[config.mk]
export PLATFORM = sky130hd
export DESIGN_NAME = imem_load_ctrl
export DESIGN_NICKNAME = d
export VERILOG_FILES = /design/src/rtl/pat_loader_pkg.sv /design/src/rtl/imem_load_ctrl_rise_detect.sv /design/src/rtl/imem_load_ctrl.sv
export SDC_FILE = /design/constraint.sdc
export NUM_CORES = 1
export LEC_CHECK = 0
export ABC_AREA = 0
export CELL_PAD_IN_SITES_DETAIL_PLACEMENT = 1
export CELL_PAD_IN_SITES_GLOBAL_PLACEMENT = 2
export CORE_MARGIN = 2
export CORE_UTILIZATION = 44
export CTS_CLUSTER_DIAMETER = 100
export CTS_CLUSTER_SIZE = 40
export DETAILED_ROUTE_END_ITERATION = 8
export DONT_BUFFER_PORTS = 1
export PLACE_DENSITY = 0.8
export SLEW_MARGIN = 0
export SYNTH_ARGS = -nofsm -noshare
export SYNTH_HDL_FRONTEND = slang
export SYNTH_SLANG_ARGS = --single-unit
[constraint.sdc]
create_clock -name clk_int -period 4.9 [get_ports clk_int]
set_input_delay 0.49 -clock clk_int [delete_from_list [all_inputs] [get_ports clk_int]]
set_output_delay 0.49 -clock clk_int [all_outputs]
set_load 0.01 [all_outputs]
[src/rtl/pat_loader_pkg.sv]
// Shared types and sizing for the instruction-memory loader.
package pat_loader_pkg;

    localparam int D_W         = 8;
    localparam int ADDR_W      = 10;
    localparam int DATA_W      = 40;
    localparam int FRAME_BYTES = 7;
    localparam int PAD_W       = FRAME_BYTES * D_W - ADDR_W - DATA_W;

    typedef enum logic [1:0] {
        IDLE    = 2'd0,
        COLLECT = 2'd1,
        WRITE   = 2'd2
    } state_t;

endpackage

[src/rtl/imem_load_ctrl_rise_detect.sv]
// Rising-edge detector for an already-synchronised level: one flop plus an AND.
module rise_detect (
    input  logic clk_int,
    input  logic reset,
    input  logic level,
    output logic rise
);

    logic level_q;

    always_ff @(posedge clk_int or posedge reset) begin
        if (reset) begin
            level_q <= 1'b0;
        end else begin
            level_q <= level;
        end
    end

    assign rise = level & ~level_q;

endmodule

[src/rtl/imem_load_ctrl.sv]
// Assembles fixed-length byte frames from port A into iMem address/data writes
// while holding the core in reset during memory-load mode.
module imem_load_ctrl #(
    parameter int D_W         = pat_loader_pkg::D_W,
    parameter int ADDR_W      = pat_loader_pkg::ADDR_W,
    parameter int DATA_W      = pat_loader_pkg::DATA_W,
    parameter int FRAME_BYTES = pat_loader_pkg::FRAME_BYTES
) (
    input  logic              clk_int,
    input  logic              reset,
    input  logic              load_mode,
    input  logic [D_W-1:0]    byte_in,
    input  logic              byte_strobe,
    input  logic              frame_sync,
    output logic [ADDR_W-1:0] imem_write_adr,
    output logic [DATA_W-1:0] imem_in,
    output logic              imem_write,
    output logic              core_hold,
    output logic [ADDR_W:0]   words_loaded,
    output logic              frame_error,
    output logic              busy
);

    import pat_loader_pkg::*;

    localparam int FRAME_W = FRAME_BYTES * D_W;
    localparam int SHIFT_W = (FRAME_BYTES - 1) * D_W;
    localparam int CNT_W   = $clog2(FRAME_BYTES);
    localparam logic [CNT_W-1:0] LAST_BYTE = CNT_W'(FRAME_BYTES - 1);

    generate
        if (FRAME_BYTES != (ADDR_W + DATA_W + D_W - 1) / D_W) begin : g_bad_frame_bytes
            $error("FRAME_BYTES must equal ceil((ADDR_W+DATA_W)/D_W)");
        end
    endgenerate

    logic strobe_rise;
    logic sync_rise;

    rise_detect u_strobe_rise (
        .clk_int (clk_int),
        .reset   (reset),
        .level   (byte_strobe),
        .rise    (strobe_rise)
    );

    rise_detect u_sync_rise (
        .clk_int (clk_int),
        .reset   (reset),
        .level   (frame_sync),
        .rise    (sync_rise)
    );

    state_t              state_reg,  state_next;
    logic [CNT_W-1:0]    count_reg,  count_next;
    logic [CNT_W-1:0]    count_base;
    logic [SHIFT_W-1:0]  shift_reg,  shift_next;
    logic [ADDR_W-1:0]   adr_reg,    adr_next;
    logic [DATA_W-1:0]   data_reg,   data_next;
    logic                write_reg,  write_next;
    logic [ADDR_W:0]     words_reg,  words_next;
    logic                error_reg,  error_next;
    logic [FRAME_W-1:0]  frame_word;
    logic                pad_bad;

    always_ff @(posedge clk_int or posedge reset) begin
        if (reset) begin
            state_reg <= IDLE;
            count_reg <= '0;
            shift_reg <= '0;
            adr_reg   <= '0;
            data_reg  <= '0;
            write_reg <= 1'b0;
            words_reg <= '0;
            error_reg <= 1'b0;
        end else begin
            state_reg <= state_next;
            count_reg <= count_next;
            shift_reg <= shift_next;
            adr_reg   <= adr_next;
            data_reg  <= data_next;
            write_reg <= write_next;
            words_reg <= words_next;
            error_reg <= error_next;
        end
    end

    // Big-endian frame: earliest byte lands in the top bits, pad above the address.
    assign frame_word = {shift_reg, byte_in};
    assign pad_bad    = |(frame_word >> (ADDR_W + DATA_W));

    always_comb begin
        state_next = state_reg;
        count_next = count_reg;
        count_base = count_reg;
        shift_next = shift_reg;
        adr_next   = adr_reg;
        data_next  = data_reg;
        write_next = 1'b0;
        words_next = words_reg;
        error_next = error_reg;

        case (state_reg)
            IDLE: begin
                count_next = '0;
                if (load_mode) begin
                    state_next = COLLECT;
                    words_next = '0;
                    error_next = 1'b0;
                end
            end

            COLLECT, WRITE: begin
                if (state_reg == WRITE && words_reg != '1) begin
                    words_next = words_reg + 1'b1;
                end

                if (!load_mode) begin
                    state_next = IDLE;
                    count_next = '0;
                    if (count_reg != '0) begin
                        error_next = 1'b1;
                    end
                end else begin
                    state_next = COLLECT;
                    // Sync is applied before a coincident strobe so that byte becomes byte 0.
                    if (sync_rise) begin
                        count_base = '0;
                        if (count_reg != '0) begin
                            error_next = 1'b1;
                        end
                    end
                    count_next = count_base;
                    if (strobe_rise) begin
                        shift_next = {shift_reg[SHIFT_W-D_W-1:0], byte_in};
                        if (count_base == LAST_BYTE) begin
                            count_next = '0;
                            if (pad_bad) begin
                                error_next = 1'b1;
                            end else begin
                                adr_next   = frame_word[ADDR_W+DATA_W-1:DATA_W];
                                data_next  = frame_word[DATA_W-1:0];
                                write_next = 1'b1;
                                state_next = WRITE;
                            end
                        end else begin
                            count_next = count_base + 1'b1;
                        end
                    end
                end
            end

            default: begin
                state_next = IDLE;
                count_next = '0;
            end
        endcase
    end

    assign imem_write_adr = adr_reg;
    assign imem_in        = data_reg;
    assign imem_write     = write_reg;
    assign words_loaded   = words_reg;
    assign frame_error    = error_reg;
    assign core_hold      = load_mode | (state_reg != IDLE);
    assign busy           = (count_reg != '0) | (state_reg == WRITE);

endmodule

==> metrics.md <==
| Metric | Value |
|---|---|
| Outcome | complete, no violations |
| DR DRC count | 0 |
| Fin. Hold Viols | 0 |
| Reg2Reg Depth | 5 |
| H-tree levels | 4 |
| Total congestion overflow | 0 |
| Fraction of layout cells with a size suffix above 1 | 38.24% |
| DRT Wirelength | 9593 microns |
| Post-synth top area share | 58.62% |
| Critical Path AT | 2790 ps |
| R2r setup slk | 2400 ps |
| Synth async-reset ratio | 100.0% |
| Peak supply drop | 257.9 uV |
| Worst slew margin | 30.35% |
| RR Endpoint | imem_write_adr[9] |
| Chip height | 111.0 microns |
| Leading area contributor after synthesis | dfrtp_1 |
| Power, Total | 2.994 mW |
| Router iterations before antenna repair | 4 |
| Layout Area Growth over Synthesis | 13.16% |
| Worst Min Path Start | frame_sync |
| Max clock buf depth | 2 |
| GR Util All Layers | 16.79% |
| Detailed placement HPWL | 6093 microns |
| Via count | 2734 |
| Detailed Route Iter0 Violations | 121 |
| FF+latch count, synth | 118 |
| WP buf/inv | 1 |
| CTS root buf | clkbuf_16 |
| CP delay by family, top | simple AND/OR/NAND/NOR gates |
| Startpoint Class | register |
| Count of pins over their slew limit | 0 |
| Filler cell count | 1086 |
| Post-synth top flop | dfrtp_1 |
| Post-route setup slack | 2395 ps |
| Crit-path max FO | 52 |
| Fin nets | 358 |
| RSZ-0062 raised after global routing | no |
| Clock Pin Slew Worst Setup and Hold Paths | 50 ps |
| Vias in the first global route | 3030 |
| Post-CTS Repair Setup Buffers | 0 |
| Synth area leaders | dfrtp_1 59%, mux2_4 14%, mux2_2 11%, buf_12 2.0%, ha_1 0.99% |
| Total Neg Setup Slack | 0 ps |
| Port bufs | 0 |
| Die ar. | 0.01232 sq mm |
| Final min period | 2505 ps |
| Sequential Area | 0.002953 sq mm |
| Critical path required time | 5190 ps |
| Antenna Cells | 0 |
| Clock Latency Late Sink | 410 ps |
| Routed vias/inst | 5.512 |
| Antenna violations before repair | 0 |
| DP Worst Slack | 2376 ps |
| Post-synth EDFFs | 0 |
| Setup-failing EPs final | 0 |
| Reg-to-Reg Start | state_reg[0] |
| Final Hold Slack | 115.8 ps |
| Worst-path cell chain | inv_1 -> ha_1 -> nand3_1 -> or2_4 -> mux2_2 |
| Final Skew | 10.24 ps |
| Slew at the pin with the worst max-slew slack | 1045 ps |
| Post-synthesis instance total | 335 |
| Hold path depth | 0 |
| Core area | 0.01127 sq mm |
| Syn_nets | 352 |
| Post-synth cell types | 43 |
| Max reg flops | 48 |
| MaxCap Viol Count | 0 |
| Synth Area per Inst | 15.04 sq um |
| Hold worst-path end | u_sync_rise.level_q |
| Setup CP Type | register to register |
| CP endpoint kind | register |
| Die span in x | 111.0 microns |
| Placement Rows | 39 |
| Seq/Total Area, Yosys | 58.62% |
| Global-route wire length before repair | 16350 microns |
| IO Pins | 78 |
| Hold buffers post-CTS | 0 |
| Max frequency | 0.3993 GHz |
| Yosys warnings | 0 |
| Post-route ant nets | 0 |
| Gpl congestion | 0.7105 |
| Resized cells post-CTS | 0 |
| Largest net degree at the start of global routing | 76 |
| Cts bufs inserted | 17 |
| Starting Density | 44.69% |
| PD cells | 525.2 mW/mm^2 |
| Slowest stage delay, CP | 850 ps |
| CTS sink cnt | 118 |
| WL/cell | 19.34 microns |
| Leakage power | 2.882 nW |
| Hold WC Path Type | input pin to register |
| Mapped Area | 0.005037 sq mm |
| Multi-input gate area | 0.001916 sq mm |
| Tcrit/Tclk final | 51.11% |
| CTS tree | done |
| Slowest cell on the critical path | or2_4 |
## cell usage in the layout, fill, tap and decap left out, types with 5 or more instances in the layout
master	netlist	final
a21oi_1	9	9
nor2_1	7	7
nand2_1	11	11
mux2_2	50	50
dfrtp_1	118	118
nand3_1	8	7
clkbuf_16	0	17
nor3_1	7	7
inv_1	7	6
mux2_4	48	48
o21ai_0	5	5
## cell families after synthesis
kind of cell	after synthesis	synth area share, %
flops	118	58.62
simple gates	61	7.154
fa+ha+maj	4	0.9936
mux	101	26.08
buf+inv	22	3.502
compound gates	29	3.652
## power breakdown
group | total, mW | internal, mW | switching, mW
logic | 0.386 | 0.214 | 0.172
clock network | 1.26 | 0.848 | 0.415
registers | 1.34 | 1.17 | 0.171
total | 2.99 | 2.24 | 0.758
## metal layers
metal / vias up / GRT usage, % / share of wire (%) / wire length [microns]
met2: 72 / 26.05 / 49 / 4677
met3: 13 / 6.342 / 6.5 / 628
met4: 0 / 7.417 / 1.7 / 160
met5: - / 0 / 0 / 0
met1: 1430 / 21.05 / 43 / 4127
li1: 1219 / - / - / -
## metrics by stage
step,area [sq um],instances,utilization (%)
6_report,5700,496,50.57
5_1_grt,5700,496,50.57
4_1_cts,5700,496,50.57
3_5_place_dp,5091,465,45.17
3_3_place_gp,5091,465,45.17
2_1_floorplan,5037,335,-
## worst max-delay path by stage
| stage | endpoint | slack (ps) | startpoint | depth (start not counted) |
|---|---|---|---|---|
| after detailed placement | imem_write_adr[9] | 2380 | state_reg[1] | 5 |
| after floorplan | count_reg[0] | 1280 | reset | 1 |
| final | imem_write_adr[9] | 2400 | state_reg[0] | 5 |
| after global placement | imem_write_adr[9] | 2470 | state_reg[0] | 5 |
| after CTS | imem_write_adr[9] | 2360 | state_reg[1] | 5 |
| after global routing | imem_write_adr[9] | 2230 | state_reg[1] | 5 |
## cells in the mapped netlist, types with 5 or more instances
| master | instances |
|---|---|
| dfrtp_1 | 118 |
| mux2_2 | 50 |
| mux2_4 | 48 |
| nand2_1 | 11 |
| a21oi_1 | 9 |
| nand3_1 | 8 |
| inv_1 | 7 |
| nor2_1 | 7 |
| nor3_1 | 7 |
| buf_12 | 5 |
| clkbuf_1 | 5 |
| o21ai_0 | 5 |
## final cells by class
type	count	share of cell area, %
well taps	143	3.139
repair buffers	2	0.2634
flip-flops and latches	118	51.80
multi-input cells	195	33.60
inverters	7	0.5048
clock buffers	23	8.560
clock inverters	8	2.129
Power figures use the tool's default switching activity.
